[config.mk]
export PLATFORM = sky130hd
export DESIGN_NAME = neuron_input_loader_flat
export DESIGN_NICKNAME = d
export VERILOG_FILES = /design/src/rtl/neuron_input_loader_pkg.sv /design/src/rtl/neuron_input_loader_if.sv /design/src/rtl/neuron_input_loader_byte_shift_reg.sv /design/src/rtl/neuron_input_loader.sv /design/src/flat_wrapper.sv
export SDC_FILE = /design/constraint.sdc
export NUM_CORES = 1
export LEC_CHECK = 0
export ABC_AREA = 1
export BUFFER_PORTS_ARGS = -buffer_cell sky130_fd_sc_hd__buf_4
export CAP_MARGIN = 15
export CORE_AREA = 4 4 104 106
export CTS_CLUSTER_DIAMETER = 50
export DETAILED_ROUTE_END_ITERATION = 10
export DIE_AREA = 0 0 108 110
export PLACE_DENSITY_LB_ADDON = 0.2
export SETUP_SLACK_MARGIN = 0.05
export SLEW_MARGIN = 20
export SYNTH_ARGS = -nofsm -noshare
export SYNTH_HDL_FRONTEND = slang
export SYNTH_HIERARCHICAL = 1
export SYNTH_SLANG_ARGS = --single-unit
[constraint.sdc]
create_clock -name clk -period 1.46 [get_ports clk]
set_input_delay 0.073 -clock clk [delete_from_list [all_inputs] [get_ports clk]]
set_output_delay 0.073 -clock clk [all_outputs]
set_load 0.005 [all_outputs]
[src/rtl/neuron_input_loader_pkg.sv]
// neuron_pkg: shared defaults and the loader state type for the LIF neuron
// input loader. NBYTES is the number of bus bytes that make up one frame.
package neuron_pkg;

  localparam int DEFAULT_N_STAGES = 5;
  localparam int DEFAULT_BYTE_W   = 8;
  localparam int DEFAULT_INPUTS   = 2 ** DEFAULT_N_STAGES;
  localparam int DEFAULT_NBYTES   = DEFAULT_INPUTS / DEFAULT_BYTE_W;

  typedef enum logic [1:0] {
    IDLE      = 2'd0,
    COLLECT_X = 2'd1,
    COLLECT_W = 2'd2
  } loader_state_t;

endpackage

[src/rtl/neuron_input_loader_if.sv]
// neuron_input_loader_if: serial byte bus into the loader plus the committed
// frame outputs towards the neuron core. The master side is the byte source
// and frame consumer; the slave side is the loader itself.
interface neuron_input_loader_if
  import neuron_pkg::*;
#(
  parameter int INPUTS = DEFAULT_INPUTS,
  parameter int BYTE_W = DEFAULT_BYTE_W
);

  logic [BYTE_W-1:0] byte_in;
  logic              byte_valid;
  logic              load_weights;
  logic              abort;
  logic [INPUTS-1:0] x_out;
  logic [INPUTS-1:0] w_out;
  logic              x_valid;
  logic              w_valid;
  logic              busy;

  modport master (
    output byte_in, byte_valid, load_weights, abort,
    input  x_out, w_out, x_valid, w_valid, busy
  );

  modport slave (
    input  byte_in, byte_valid, load_weights, abort,
    output x_out, w_out, x_valid, w_valid, busy
  );

endinterface

[src/rtl/neuron_input_loader_byte_shift_reg.sv]
// byte_shift_reg: staging shifter for one frame. Earlier bytes move towards
// the MSBs as new bytes enter at the LSB end. Only the bytes received before
// the final one need storage: shift_data combines them with the byte on the
// bus, which is exactly the full frame on the committing cycle.
module byte_shift_reg
  import neuron_pkg::*;
#(
  parameter int INPUTS = DEFAULT_INPUTS,
  parameter int BYTE_W = DEFAULT_BYTE_W
) (
  input  logic              clk,
  input  logic              reset,
  input  logic              clear,
  input  logic              shift_en,
  input  logic [BYTE_W-1:0] byte_in,
  output logic [INPUTS-1:0] shift_data
);

  if (INPUTS > BYTE_W) begin : g_shift
    logic [INPUTS-BYTE_W-1:0] held_q;

    assign shift_data = {held_q, byte_in};

    // Hold the bytes already received; clear wins over a shift.
    always_ff @(posedge clk) begin
      if (reset || clear) begin
        held_q <= '0;
      end else if (shift_en) begin
        held_q <= shift_data[INPUTS-BYTE_W-1:0];
      end
    end
  end else begin : g_single
    assign shift_data = byte_in;
  end

endmodule

[src/rtl/neuron_input_loader.sv]
// neuron_input_loader: assembles the neuron's input-spike vector (x) and
// weight vector (w) from a serial byte bus and commits each completed frame
// to a stable output register with a one-cycle valid strobe.
// Optional feature macro: LOADER_TIMEOUT_EN discards a partial frame after
// TIMEOUT idle cycles; without it a partial frame waits indefinitely.
module neuron_input_loader
  import neuron_pkg::*;
#(
  parameter int N_STAGES = DEFAULT_N_STAGES,
  parameter int BYTE_W   = DEFAULT_BYTE_W,
  parameter int TIMEOUT  = 255
) (
  input  logic                  clk,
  input  logic                  reset,
  neuron_input_loader_if.slave  bus
);

  localparam int INPUTS = 2 ** N_STAGES;
  localparam int NBYTES = INPUTS / BYTE_W;
  localparam int CNT_W  = $clog2(NBYTES) + 1;
  localparam logic [CNT_W-1:0] LAST_CNT = CNT_W'(NBYTES - 1);

  if (N_STAGES < 3 || NBYTES < 1 || TIMEOUT < 1) begin : g_param_check
    $error("neuron_input_loader: unsupported parameter combination");
  end

  loader_state_t     state_q, state_d;
  logic [CNT_W-1:0]  cnt_q, cnt_d;
  logic [INPUTS-1:0] x_q, w_q;
  logic [INPUTS-1:0] frame_data;
  logic              x_valid_q, w_valid_q;
  logic              commit_x, commit_w;
  logic              target_w;
  logic              accept;
  logic              discard;
  logic              timeout_hit;

  // abort beats a byte on the same cycle, so that byte is never shifted in
  assign accept  = bus.byte_valid && !bus.abort;
  assign discard = bus.abort || timeout_hit;

  byte_shift_reg #(
    .INPUTS (INPUTS),
    .BYTE_W (BYTE_W)
  ) u_stage (
    .clk        (clk),
    .reset      (reset),
    .clear      (discard),
    .shift_en   (accept),
    .byte_in    (bus.byte_in),
    .shift_data (frame_data)
  );

`ifdef LOADER_TIMEOUT_EN
  localparam int IDLE_W = $clog2(TIMEOUT + 1);
  logic [IDLE_W-1:0] idle_cnt_q;

  assign timeout_hit = (state_q != IDLE) && !bus.byte_valid && !bus.abort &&
                       (idle_cnt_q == IDLE_W'(TIMEOUT - 1));

  // Count idle cycles inside a frame; any byte or a return to IDLE restarts it.
  always_ff @(posedge clk) begin
    if (reset || state_q == IDLE || bus.byte_valid || discard) begin
      idle_cnt_q <= '0;
    end else begin
      idle_cnt_q <= idle_cnt_q + 1'b1;
    end
  end
`else
  assign timeout_hit = 1'b0;
`endif

  // Next state, byte count and commit strobes; the target is latched by the
  // state on the first byte, so load_weights is ignored mid-frame.
  always_comb begin
    state_d  = state_q;
    cnt_d    = cnt_q;
    commit_x = 1'b0;
    commit_w = 1'b0;
    target_w = (state_q == IDLE) ? bus.load_weights : (state_q == COLLECT_W);
    if (discard) begin
      state_d = IDLE;
      cnt_d   = '0;
    end else if (accept) begin
      if (cnt_q == LAST_CNT) begin
        state_d  = IDLE;
        cnt_d    = '0;
        commit_w = target_w;
        commit_x = !target_w;
      end else begin
        state_d = target_w ? COLLECT_W : COLLECT_X;
        cnt_d   = cnt_q + 1'b1;
      end
    end
  end

  // State and byte counter registers.
  always_ff @(posedge clk) begin
    if (reset) begin
      state_q <= IDLE;
      cnt_q   <= '0;
    end else begin
      state_q <= state_d;
      cnt_q   <= cnt_d;
    end
  end

  // Committed frame registers; only the targeted vector is replaced.
  always_ff @(posedge clk) begin
    if (reset) begin
      x_q       <= '0;
      w_q       <= '0;
      x_valid_q <= 1'b0;
      w_valid_q <= 1'b0;
    end else begin
      x_valid_q <= commit_x;
      w_valid_q <= commit_w;
      if (commit_x) begin
        x_q <= frame_data;
      end
      if (commit_w) begin
        w_q <= frame_data;
      end
    end
  end

  assign bus.x_out   = x_q;
  assign bus.w_out   = w_q;
  assign bus.x_valid = x_valid_q;
  assign bus.w_valid = w_valid_q;
  assign bus.busy    = (state_q != IDLE);

endmodule

[src/flat_wrapper.sv]
// flat-port wrapper written by rule: the top's interface ports become plain ports
module neuron_input_loader_flat import neuron_pkg::*;
#(
  parameter int N_STAGES = DEFAULT_N_STAGES,
  parameter int BYTE_W   = DEFAULT_BYTE_W,
  parameter int TIMEOUT  = 255
)
  (clk, reset, bus_byte_in, bus_byte_valid, bus_load_weights, bus_abort, bus_x_out, bus_w_out, bus_x_valid, bus_w_valid, bus_busy);
  neuron_input_loader_if #(.BYTE_W(BYTE_W)) bus_i ();
  input  logic clk;
  input  logic reset;
  input wire logic [$bits(bus_i.byte_in)-1:0] bus_byte_in;
  input wire logic [$bits(bus_i.byte_valid)-1:0] bus_byte_valid;
  input wire logic [$bits(bus_i.load_weights)-1:0] bus_load_weights;
  input wire logic [$bits(bus_i.abort)-1:0] bus_abort;
  output wire logic [$bits(bus_i.x_out)-1:0] bus_x_out;
  output wire logic [$bits(bus_i.w_out)-1:0] bus_w_out;
  output wire logic [$bits(bus_i.x_valid)-1:0] bus_x_valid;
  output wire logic [$bits(bus_i.w_valid)-1:0] bus_w_valid;
  output wire logic [$bits(bus_i.busy)-1:0] bus_busy;
  assign bus_i.byte_in = bus_byte_in;
  assign bus_i.byte_valid = bus_byte_valid;
  assign bus_i.load_weights = bus_load_weights;
  assign bus_i.abort = bus_abort;
  assign bus_x_out = bus_i.x_out;
  assign bus_w_out = bus_i.w_out;
  assign bus_x_valid = bus_i.x_valid;
  assign bus_w_valid = bus_i.w_valid;
  assign bus_busy = bus_i.busy;
  neuron_input_loader #(.N_STAGES(N_STAGES), .BYTE_W(BYTE_W), .TIMEOUT(TIMEOUT)) u_core (.clk(clk), .reset(reset), .bus(bus_i));
endmodule
Yosys cells after proc, flatten, opt, wreduce, memory -nomap -nowiden
Cells that the tools add are included.

storage, ports and cells
  register bits = 95
  input port bits = 13
  output and inout bits = 67
  logic and storage cells = 27

operators by class
  $add $sub $neg = 1
  equality and inequality tests = 2
  mux-type cells = 10
  reduce and logical (&&, ||, !) cells = 7

operators by type and width
  kind                 number
  $mux 1               7
  $mux 2               2
  $add 3x1->3 const B  1
  $eq 3x2->1 const B   1
  $mux 3               1
  $eq 2x2->1 const B   1
  $logic_not 1->1      2
  $logic_not 2->1      1
  $reduce_bool 2->1    1
  $reduce_or 2->1      1
  $logic_and 1x1->1    1
  $logic_or 1x1->1     1

Longest topological paths before layout
  word-level depth = 6
  gate-level depth with buffers = 8
  gate-level depth less buffers = 6

By module
Netlist, hierarchy kept.

modules (own cells, without submodules)
  module               instances  cells each  area each (sq um)  sequential area each (sq um)
  neuron_input_loader  1          425         3105.5             1421.4
  byte_shift_reg       1          160         1057.3             480.5

Worst setup path after synthesis
OpenSTA, ideal clock, no wires.

  kind = register -> register
  start point = register u_core.cnt_q[0]
  end point = register u_core.w_q[26], in the netlist u_core/bus.w_out[26]
  library setup time = 115 ps
  arrival time = 1168 ps
  data required time = 1345 ps
  setup slack = 177 ps
  stages on the path, launching flop included = 9
  buffers on the path = 2
  period minus slack after synthesis = 1283 ps
  cells stage by stage = dfxtp_1 ha_1 nand2_1 nor2_4 buf_6 buf_6 nand3_1 nand2_1 nor2_1

on the way
  word-level cells in the longest chain between the ends = 4

ends and longest elaborated chain
  item                      RTL line                    RTL
  start: declaration        neuron_input_loader.sv:28   logic [CNT_W-1:0] cnt_q, cnt_d;
  start signal: assignment  neuron_input_loader.sv:104  cnt_q <= cnt_d;
  $eq 3x2->1                neuron_input_loader.sv:85   if (cnt_q == LAST_CNT) begin
  $mux 1                    neuron_input_loader.sv:85
  $mux 1                    neuron_input_loader.sv:84   end else if (accept) begin
  $mux 1                    neuron_input_loader.sv:81   if (discard) begin
  end signal: assignment    neuron_input_loader.sv:122  w_q <= frame_data;
  end: declaration          neuron_input_loader.sv:29   logic [INPUTS-1:0] x_q, w_q;

No other way between the ends.
A chain may end at the register's enable or synchronous reset.

Worst setup path after layout
  start point = register u_core.cnt_q[0]
  end point = register u_core.x_q[9], in the netlist u_core/bus.x_out[9]

on the way
  word-level cells in the longest chain between the ends = 4

ends and longest elaborated chain
  item                    RTL line                    RTL
  $eq 3x2->1              neuron_input_loader.sv:85
  $mux 1                  neuron_input_loader.sv:85
  $mux 1                  neuron_input_loader.sv:84
  $mux 1                  neuron_input_loader.sv:81
  end signal: assignment  neuron_input_loader.sv:119  x_q <= frame_data;
  end: declaration        neuron_input_loader.sv:29

No other way between the ends.

==> run summary <==
Int Power = 3.768 mW
Max_cap viols = 0
Max transition margin = 62.83%
R2R Path Start = u_core/cnt_q[0]
Worst path slowest cell = dfxtp_2
Initial antenna violation count = 0
Worst R2R Setup Slack = 0.10 ns
Mapped Cells = 585
Net Count, Synth = 599
Setup Skew = 0.009366 ns
Area fraction in compound gates after synthesis = 9.318%
Sw frac = 24.30%
Maximum achievable frequency = 736.0 MHz
Area share of and/or/nand/nor cells after synthesis = 30.48%
Area growth syn-to-layout = 27.38%
Number of port buffers = 79
Crit path kind = flip-flop to flip-flop
Sequential share of power = 52.8%
Layout cells sized above 1 = 22.10%
CP required = 1.72 ns
Routability cong. = 0.7933
IO Count = 80
Syn Std Cell Area = 0.004163 mm²
Final #Nets = 665
Worst min path class = input port to flip-flop
Final ANT Viol Nets = 0
#FFs+latches synth = 95
Unrepaired setup endpoints after global routing = no
Place WS = 0.01911 ns
R2R Path End = u_core/bus.x_out[9]
Yosys Warn Count = 6
DRT iter0 DRCs = 136
Worst Slack Setup Final = 0.1012 ns
Library cells used by synthesis = 23
Fin. max-slew vios = 0
Fraction of the mapped netlist area in adder cells = 0.3006%
GRT Total Usage = 16.66%
Reg2reg path depth = 8
Startpoint types = flip-flop
Die height = 110 µm
Width of the chip = 108 µm
Gate power share = 7.8%
Clk pwr share = 39.3%
Main combinational cell family by area after synthesis = simple AND/OR/NAND/NOR gates
Fin Setup TNS = 0 ns
H-tree levels = 3
Worst Setup End Kind = flip-flop
Clk buf depth = 2
Via count = 3756
Tmin final = 1.359 ns
Sequential share of the synthesized area = 45.69%
CP delay by family, top = buffers and inverters
CTS Buf Count = 9
Routed WL per cell = 12.72 µm
P_leak = 2.278 nW
Number of global-route vias before repair = 3521
Core area = 0.009774 mm²
Multiplexer share of the synthesized area = 0%
Drt drc = 0
Switching power = 1.210 mW
Std cell rows = 36
Worst hold endpoint = u_core/u_stage/g_shift.held_q[7]
CTS tree = built
Vias per cell = 4.760
Post-Synth XOR/XNOR Area = 0%
Final hold vios = 0
# clock sinks = 95
Critical-path cell list = ha_4 > nand2_2 > nor2_4 > buf_4 > buf_12 > buf_16 > a21oi_1 > nor2_1
Clock Latency Late Sink = 0.36 ns
Die area = 0.01188 mm²
Clock tree root driver cell = clkbuf_8
DR pass1 iterations = 4
Endpoints failing setup = 0
HPWL after DPL = 6111 µm
Mean area per synthesized cell = 7.116 µm²
Largest net degree at the start of global routing = 50
Ant. Diodes = 0
First-pass GRT wire length = 15940 µm
HP Start = bus_byte_in[7]
PwrDens = 938.7 mW/mm²
Number of stages on the worst hold path = 5
Maximum vdd ir drop = 0.5332 mV
Starting Density = 42.59%
Hold slack = 0.01979 ns
WL final = 10030 µm
Worst-path clk slew = 0.10 ns
Tcrit/Tclk final = 93.07%
Worst-path fanout max = 15
Grt ovf = 0
Crit path largest cell delay = 0.35 ns
Worst Path Buf+Inv = 3
Slew @ Worst Pin = 0.5563 ns
Status = finished clean
Worst EP arrival = 1.62 ns
[cell type report]
cell class | count | area, µm²
clock buffers | 10 | 137.6
clock inverters | 6 | 91.34
fillers | 989 | 4472
inverters | 62 | 232.7
multi-input cells | 379 | 1727
flip-flops and latches | 95 | 1904
well taps | 133 | 166.4
repair buffers | 104 | 1044
[synthesized netlist by cell type]
master,n,share of area (%)
dfxtp_1,95,46
nor3_1,1,0.12
nor4_1,2,0.30
o21ai_0,1,0.12
a21oi_1,56,6.7
buf_8,1,0.36
nor2_2,1,0.15
ha_1,1,0.30
nand2_1,119,11
a21oi_2,10,2.1
or2_2,1,0.15
buf_6,13,3.5
nor2_1,118,11
buf_1,10,0.90
inv_2,1,0.090
a211oi_1,1,0.18
inv_1,61,5.5
nand2_2,1,0.15
o21bai_1,1,0.18
buf_4,14,2.5
nor2_4,2,0.54
nand3_1,64,7.7
buf_2,11,1.3
[metal layers]
metal / track usage (%) / share of wire [%]
met5: 0 / 0
met4: 6.132 / 1.4
met1: 21.04 / 45
met3: 4.426 / 5.9
met2: 27.49 / 47
[repair_timing]
action,CTS,global route
pin swaps,2,2
hold endpoints to repair,4,0
resized for setup,12,8
cloned,4,3
setup endpoints to repair,37,55
setup buffers,5,0
hold buffers,2,0
[power by group through the flow]
stage	clock network (mW)	logic, mW	registers (mW)
final	1.96	0.390	2.63
after global routing	2.12	0.440	2.63
after CTS	2.02	0.389	2.63
after detailed placement	0	0.379	2.69
after global placement	0	0.376	2.69
after floorplan	0	0.281	2.68
[placed cells by master, fill, tap and decap left out, drive strengths merged]
| master | count |
|---|---|
| dlygate4sd3 | 2 |
| o21bai | 1 |
| buf | 99 |
| nand2 | 120 |
| nand3 | 64 |
| bufinv | 2 |
| or2 | 1 |
| a211oi | 1 |
| ha | 1 |
| clkinv | 3 |
| nor4 | 2 |
| o21ai | 1 |
| inv | 63 |
| a21oi | 66 |
| nor2 | 121 |
| clkbuf | 13 |
| dfxtp | 95 |
| nor3 | 1 |
[per-stage QoR]
step / instances / instance area, µm² / total power [mW] / utilization [%]
final: 789 / 5303 / 4.978 / 54.25
after floorplan: 585 / 4163 / 2.965 / -
after detailed placement: 759 / 4757 / 3.068 / 48.67
after global placement: 759 / 4757 / 3.065 / 48.67
after CTS: 786 / 5200 / 5.038 / 53.20
after global routing: 789 / 5303 / 5.194 / 54.25
[flip-flops by register name, indices dropped and copies added (netlist names)]
register / cells
u_core/bus.w_valid: 1
u_core/bus.x_out: 32
u_core/bus.x_valid: 1
u_core/state_q: 2
u_core/bus.w_out: 32
u_core/u_stage/g_shift.held_q: 24
u_core/cnt_q: 3
[worst register-to-register path: cells and delay by family (launching register included)]
kind                     cells  cell delay, ns
AO/OA/AOI/OAI                1            0.14
adder cells (fa/ha/maj)      1            0.16
buffers and inverters        3            0.42
flip-flops                   1            0.35
AND/OR/NAND/NOR              3            0.19
[worst max-delay path by stage]
stage	startpoint	end	slack (ns)	cells past startpoint
after global placement	u_core/cnt_q[0]	u_core/bus.w_out[20]	0.06	7
after CTS	u_core/cnt_q[0]	u_core/bus.w_out[25]	0.04	8
after detailed placement	u_core/cnt_q[0]	u_core/bus.w_out[16]	0.02	7
final	u_core/cnt_q[0]	u_core/bus.x_out[9]	0.10	8
after global routing	u_core/cnt_q[0]	u_core/bus.x_out[12]	0.05	8
after floorplan	u_core/cnt_q[0]	u_core/bus.w_out[26]	0.18	8
[cell families after synthesis]
group	after synthesis
AO/OA/AOI/OAI	69
adder cells (fa/ha/maj)	1
buffers and inverters	111
flip-flops	95
AND/OR/NAND/NOR	309
Power figures use the tool's default switching activity.
